File: src/rtl/async_fifo_pkg.sv
// Shared types for the FWFT read adapter behind async_fifo.
// Optional feature macro used by the adapter: ASYNC_FIFO_FWFT_COUNT_EN.
package async_fifo_pkg;

    localparam int FWFT_DEPTH = 2;

    typedef enum logic [1:0] {
        EMPTY = 2'd0,
        ONE   = 2'd1,
        TWO   = 2'd2
    } fwft_occ_e;

endpackage

File: src/rtl/fwft_skid_buffer.sv
// Two-entry head/tail output buffer with its occupancy FSM.
// The head register always drives the output word and is held while the consumer stalls.
module fwft_skid_buffer
    import async_fifo_pkg::*;
#(
    parameter int BITS = 32
) (
    input  logic            clk_i,
    input  logic            rst_ni,
    input  logic            push_i,
    input  logic [BITS-1:0] push_data_i,
    input  logic            ready_i,
    output logic            valid_o,
    output logic [BITS-1:0] head_o,
    output logic [1:0]      occ_o
);

    fwft_occ_e       occ_q;
    logic [BITS-1:0] head_q;
    logic [BITS-1:0] tail_q;
    logic            pop;

    assign valid_o = (occ_q != EMPTY);
    assign pop     = valid_o && ready_i;
    assign head_o  = head_q;
    assign occ_o   = occ_q;

    always_ff @(posedge clk_i or negedge rst_ni) begin
        if (!rst_ni) begin
            occ_q  <= EMPTY;
            head_q <= '0;
            tail_q <= '0;
        end else begin
            case (occ_q)
                EMPTY: begin
                    if (push_i) begin
                        head_q <= push_data_i;
                        occ_q  <= ONE;
                    end
                end
                ONE: begin
                    if (push_i && pop) begin
                        head_q <= push_data_i;
                    end else if (push_i) begin
                        tail_q <= push_data_i;
                        occ_q  <= TWO;
                    end else if (pop) begin
                        occ_q  <= EMPTY;
                    end
                end
                TWO: begin
                    // Tail advances to head; a concurrent arrival refills the tail.
                    if (pop) begin
                        head_q <= tail_q;
                        if (push_i) begin
                            tail_q <= push_data_i;
                        end else begin
                            occ_q  <= ONE;
                        end
                    end
                end
                default: occ_q <= EMPTY;
            endcase
        end
    end

    // The issue logic never requests a word that would land in a full buffer.
    a_no_overflow: assert property (@(posedge clk_i) disable iff (!rst_ni)
        !((occ_q == TWO) && push_i && !pop));

endmodule

File: src/rtl/async_fifo_fwft_adapter.sv
// Converts async_fifo's request/empty read port into a first-word-fall-through valid/ready stream.
// Define ASYNC_FIFO_FWFT_COUNT_EN to add the p_out_count accepted-word counter port.
module async_fifo_fwft_adapter
    import async_fifo_pkg::*;
#(
    parameter int BITS = 32
) (
    input  logic            read_clk,
    input  logic            read_rst_n,
    output logic            p_fifo_read_en,
    input  logic [BITS-1:0] p_fifo_read_data,
    input  logic            p_fifo_read_empty,
    output logic            p_out_valid,
    input  logic            p_out_ready,
    output logic [BITS-1:0] p_out_data
`ifdef ASYNC_FIFO_FWFT_COUNT_EN
    ,
    output logic [31:0]     p_out_count
`endif
);

    logic       inflight_q;
    logic       pop;
    logic [1:0] occ;
    logic [2:0] demand;

    assign pop    = p_out_valid && p_out_ready;
    // Words held plus the word on its way, minus the one leaving this cycle.
    assign demand = {1'b0, occ} + {2'b00, inflight_q} - {2'b00, pop};

    assign p_fifo_read_en = read_rst_n && !p_fifo_read_empty
                            && (demand < 3'(FWFT_DEPTH));

    always_ff @(posedge read_clk or negedge read_rst_n) begin
        if (!read_rst_n) begin
            inflight_q <= 1'b0;
        end else begin
            inflight_q <= p_fifo_read_en;
        end
    end

    fwft_skid_buffer #(
        .BITS (BITS)
    ) u_skid (
        .clk_i       (read_clk),
        .rst_ni      (read_rst_n),
        .push_i      (inflight_q),
        .push_data_i (p_fifo_read_data),
        .ready_i     (p_out_ready),
        .valid_o     (p_out_valid),
        .head_o      (p_out_data),
        .occ_o       (occ)
    );

`ifdef ASYNC_FIFO_FWFT_COUNT_EN
    logic [31:0] count_q;

    always_ff @(posedge read_clk or negedge read_rst_n) begin
        if (!read_rst_n) begin
            count_q <= '0;
        end else if (pop) begin
            count_q <= count_q + 32'd1;
        end
    end

    assign p_out_count = count_q;
`endif

endmodule

File: config.mk
export PLATFORM = sky130hd
export DESIGN_NAME = async_fifo_fwft_adapter
export DESIGN_NICKNAME = d
export VERILOG_FILES = /design/src/rtl/async_fifo_pkg.sv /design/src/rtl/fwft_skid_buffer.sv /design/src/rtl/async_fifo_fwft_adapter.sv
export SDC_FILE = /design/constraint.sdc
export NUM_CORES = 1
export LEC_CHECK = 0
export CELL_PAD_IN_SITES_DETAIL_PLACEMENT = 1
export CELL_PAD_IN_SITES_GLOBAL_PLACEMENT = 1
export CORE_MARGIN = 4
export CORE_UTILIZATION = 40
export DETAILED_ROUTE_END_ITERATION = 16
export PLACE_DENSITY = 0.86
export SLEW_MARGIN = 25
export SYNTH_ARGS = -nofsm -noshare
export SYNTH_HDL_FRONTEND = slang
export SYNTH_SLANG_ARGS = --single-unit
File: constraint.sdc
create_clock -name read_clk -period 5.3 [get_ports read_clk]
set_clock_uncertainty 0.1 [all_clocks]
set_input_delay 0.795 -clock read_clk [delete_from_list [all_inputs] [get_ports read_clk]]
set_output_delay 0.795 -clock read_clk [all_outputs]
set_load 0.01 [all_outputs]
# Yosys cells after proc, flatten, opt, wreduce, memory -nomap -nowiden

Cells that the tools add are included.

Output and inout port bits: 34
Word-level logic and storage cells: 42
Bits in registers: 67

Reductions and logical operators: 12
Add/sub/neg operators: 2
Eq/ne operators: 8
Mux-type cells: 15
$lt $le $gt $ge: 1

Operators with widths:

| kind                                                                   | count |
|---|---|
| 32-bit two-way mux                                                     | 6 |
| 32-bit one-hot mux with 3 select lines                                 | 1 |
| 32-bit one-hot mux with 2 select lines                                 | 1 |
| 2-bit two-way mux                                                      | 6 |
| 2-bit != test (second input constant)                                  | 4 |
| 2-bit one-hot mux with 3 select lines                                  | 1 |
| 5-bit AND reduction                                                    | 1 |
| 1-bit logical AND                                                      | 4 |
| 4-bit AND reduction                                                    | 1 |
| 2-bit nonzero test                                                     | 2 |
| 2-bit by 1-bit adder with 3-bit output                                 | 1 |
| 3-bit by 2-bit < comparator with 1-bit output (second input constant)  | 1 |
| 3-bit != test (second input constant)                                  | 1 |
| 3-bit AND reduction                                                    | 1 |
| 3-bit nonzero test                                                     | 1 |
| 3-bit by 1-bit subtractor with 3-bit output                            | 1 |
| 2-bit by 1-bit equality test with 1-bit output (second input constant) | 1 |
| 2-bit equality test (second input constant)                            | 1 |
| 2-bit zero test                                                        | 1 |
| 2-bit by 1-bit != test with 1-bit output (second input constant)       | 1 |
| 1-bit zero test                                                        | 1 |

# Logic depth before layout (Yosys ltp)

Depth after elaboration: 6
Gate-level depth with buffers: 8
Depth with buffers taken out: 6

# Hierarchy

A second synthesis with hierarchy kept.

Cell total of the unflattened synthesis: 195
Area, all modules: 2981.6 sq um

Modules (own cells, without submodules):

| module                  | instances | cells an instance | area each (sq um) |
|---|---|---|---|
| fwft_skid_buffer        | 1         | 186               | 2885.3 |
| async_fifo_fwft_adapter | 1         | 9                 | 96.3 |

# Least setup slack after synthesis

OpenSTA, ideal clock, no wires.

Path kind: register -> output
From: register u_skid.occ_q[1], in the netlist u_skid.occ_o[1]
To: output p_fifo_read_en
Path buffers: 2
Data arrival time: 2063 ps
Slack: 2342 ps
Cell stages (with the launch flop): 9
Path through: dfrtp_1 > nor2b_1 > buf_6 > buf_6 > and2_1 > o21ai_0 > fa_1 > xor2_1 > nor3_1

Cells in the longest elaborated chain, start to end: 5

Ends and longest elaborated chain:

| item                                                                                           | line                          | RTL |
|---|---|---|
| start, declared                                                                                | fwft_skid_buffer.sv:18        | `fwft_occ_e occ_q;` |
| start signal, assigned                                                                         | fwft_skid_buffer.sv:30        | `occ_q <= EMPTY;` |
| start signal, assigned                                                                         | fwft_skid_buffer.sv:38        | `occ_q <= ONE;` |
| start signal, assigned                                                                         | fwft_skid_buffer.sv:46        | `occ_q <= TWO;` |
| parallel branches: the longest is 2 deep, another holds 2-bit by 1-bit adder with 3-bit output | -                             |  |
| 3-bit by 1-bit subtractor with 3-bit output *                                                  | async_fifo_fwft_adapter.sv:29 | `assign demand = {1'b0, occ} + {2'b00, inflight_q} - {2'b00, pop};` |
| 3-bit by 2-bit < comparator with 1-bit output *                                                | async_fifo_fwft_adapter.sv:32 | `&& (demand < 3'(FWFT_DEPTH));` |
| 1-bit logical AND *                                                                            | async_fifo_fwft_adapter.sv:32 |  |
| end, declared                                                                                  | async_fifo_fwft_adapter.sv:10 | `output logic p_fifo_read_en,` |

Every way passes the cells marked *.

# Worst setup path after layout

From: input p_out_ready
To: output p_fifo_read_en

Cells in the longest elaborated chain, start to end: 4

Ends and longest elaborated chain:

| item                                          | line                          | RTL |
|---|---|---|
| start, declared                               | async_fifo_fwft_adapter.sv:14 | `input logic p_out_ready,` |
| 1-bit logical AND                             | async_fifo_fwft_adapter.sv:27 | `assign pop = p_out_valid && p_out_ready;` |
| 3-bit by 1-bit subtractor with 3-bit output   | async_fifo_fwft_adapter.sv:29 |  |
| 3-bit by 2-bit < comparator with 1-bit output | async_fifo_fwft_adapter.sv:32 |  |
| 1-bit logical AND                             | async_fifo_fwft_adapter.sv:32 |  |

Every way passes these cells.

==> metrics.txt <==
final wirelength=6.14 mm; status=finished clean; Post-DP Area=3950 sq um; number of port buffers=69; Seq pwr share=42.0%; cell area after layout=4140 sq um; die area=9440 sq um; Worst path max stage delay=0.58 ns; Reg clk slew, reported paths=0.07 ns; Power Total=2140 uW; post-synthesis sequential area ratio=52.7%; DRT iter0 DRCs=14; Global Route Usage Sum=14.0%; Ys Warns=0; Synth top area share=52.7%; CTS tree=done; critical-path maximum fanout=6; Tmin final=4.04 ns; Vias/cell=4.92; Clock Tree Buf Depth=2; Crit Path Class=in -> out; RSZ-0062 raised after global routing=false; via count=1837; Hold Path Class=in -> async; CP startpoint=p_out_ready; fin nets=305; FP Rows=32; startpoint types=input port; Crit path top cell by count=clkdlybuf4s50_1; slowest cell on the critical path=clkdlybuf4s50_1; Die X=97.2 um; Yosys reg bits=67; layout cells sized above 1=32.5%; vias in the first global route=2090; Net Switching=612 uW; Reg-to-Reg Start=u_skid.occ_o[1]; commonest cells after routing, fill and taps aside=clkdlybuf4s50_1 (68), dfrtp_1 (67), mux2_4 (39), mux2_1 (31), mux2_2 (26); core area=7730 sq um; crit path cell chain=clkdlybuf4s50_1 > nor2b_1 > o21ai_0 > fa_1 > xor2_1 > nor3_1 > clkdlybuf4s50_1; H-Tree Level Count=3; post-CTS resize count=0; TritonCTS Sinks=67; io pins=70; antenna viol nets, final=0; Clock Power Share=19.0%; largest net degree at the start of global routing=40; first-pass GRT wire length=10.5 mm; n_diodes=0; headroom to the max-slew limit=51.6%; fin crit share=76.2%; Setup TNS=0 ns; cell area after synthesis=3180 sq um; Comb power frac=39.0%; leakage power=0.00177 uW; Post CTS Setup Buffer Count=0; Net Count, Synth=230; Synth area leader=dfrtp_1; initial core utilization=41.2%; drt pass-1 iters=3; cell count after synthesis=193; CTS Root Buffer Type=clkbuf_8; worst vdd ir=246 uV; Detailed Place HPWL=4.35 mm; Die Ht=97.2 um; worst endpoint data arrival time=3.15 ns; Num CTS Buffers=9; final max-slew violation count=0; Fin. Hold Viols=0; maximum clock frequency=0.247 GHz; Layout area overhead=30.0%; initial antenna violation count=0; grt ovf=0; RD Place Congestion=0.642; final setup violation count=0; commonest non-fill, non-tap cell in the layout=clkdlybuf4s50_1; Avg Cell Area, Syn=16.5 sq um; Critical Path RT=4.41 ns; WL/cell=16.5 um; total of max-cap violations=0; PwrDens=518 nW/um^2; worst slew pin tran=0.726 ns; hold buffers post-CTS=0; Residual DRC=0; top post-synthesis cells by area=dfrtp_1 (53%), mux2_4 (18%), mux2_1 (11%); switching portion of total power=28.6%; Yosys cell types=19; Worst setup EP type=output pin; Int Pwr=1530 uW; latest clock arrival within the worst-skew pair=0.33 ns
[worst max-delay path: cells and delay by family]
family          cells  cell delay (ns)
buf+inv             2             1.10
simple gates        2             0.53
fa+ha+maj           1             0.40
compound gates      1             0.17
xor+xnor            1             0.15
[worst paths after layout]
check	cells past startpoint	slack, ns	to
setup / recovery	7	1.26	p_fifo_read_en
hold / removal	2	0.36	u_skid.head_o[12]
setup reg to reg	5	2.89	u_skid.head_o[20]
hold reg to reg	1	0.39	u_skid.tail_q[17]
max in group asynchronous	3	3.91	u_skid.tail_q[30]
min in group read_clk	1	0.39	u_skid.tail_q[17]
[power groups by stage]
| stage | registers [uW] | clock network (uW) | logic (uW) |
|---|---|---|---|
| CTS | 906 | 421 | 856 |
| floorplan | 937 | 0 | 423 |
| global placement | 893 | 0 | 815 |
| finish | 901 | 406 | 836 |
| global route | 938 | 445 | 896 |
| detailed placement | 913 | 0 | 854 |
[kinds of logic after synthesis]
| logic type | share of synthesized area [%] |
|---|---|
| AOI/OAI and AO/OA | 2.28 |
| xor gates and xnor gates | 0.275 |
| adders and majority gates | 0.629 |
| buffers and inverters | 3.54 |
| DFF | 52.7 |
| muxes | 38.6 |
| and+or+nand+nor | 1.97 |
[cells in the mapped netlist]
master and count:
a21boi_0 1, and2_1 1, buf_6 10, dfrtp_1 67, fa_1 1, mux2_1 31
mux2_2 26, mux2_4 39, nand2_1 2, nand2b_1 3, nor2b_1 3, nor3_1 1
o21a_1 1, o21ai_0 1, o22ai_1 2, o22ai_2 1, o2bb2ai_4 1, or2_2 1
xor2_1 1
[flip-flops by register name, summed over array words and instances (netlist names)]
register	cells
inflight_q	1
u_skid.occ_o	2
u_skid.head_o	32
u_skid.tail_q	32
[per-layer routing]
metal / up-vias / GRT usage [%] / part of all wire, % / wire length (um)
li1: 840 / - / - / -
met1: 941 / 16.7 / 42 / 2580
met2: 45 / 24.4 / 52 / 3200
met3: 11 / 3.80 / 4.3 / 267
met4: 0 / 4.86 / 1.5 / 92
met5: - / 0 / 0 / 0
[cell type report]
class | instances | area (sq um)
Tap cell | 102 | 128
Sequential cell | 67 | 1680
Clock inverter | 3 | 40.0
Multi-Input combinational cell | 116 | 1410
Timing Repair Buffer | 74 | 743
Fill cell | 758 | 3590
Clock buffer | 11 | 141
[metrics by stage]
step | hold WS [ns] | setup WS [ns] | utilization, % | instances
4_1_cts | 0.369 | 1.22 | 53.5 | 373
5_1_grt | 0.380 | 1.06 | 53.5 | 373
6_report | 0.365 | 1.26 | 53.5 | 373
2_1_floorplan | 0.352 | 2.34 | - | 193
3_3_place_gp | 0.362 | 1.37 | 50.8 | 358
3_5_place_dp | 0.375 | 1.25 | 51.2 | 359
(Power assumes the default switching activity.)
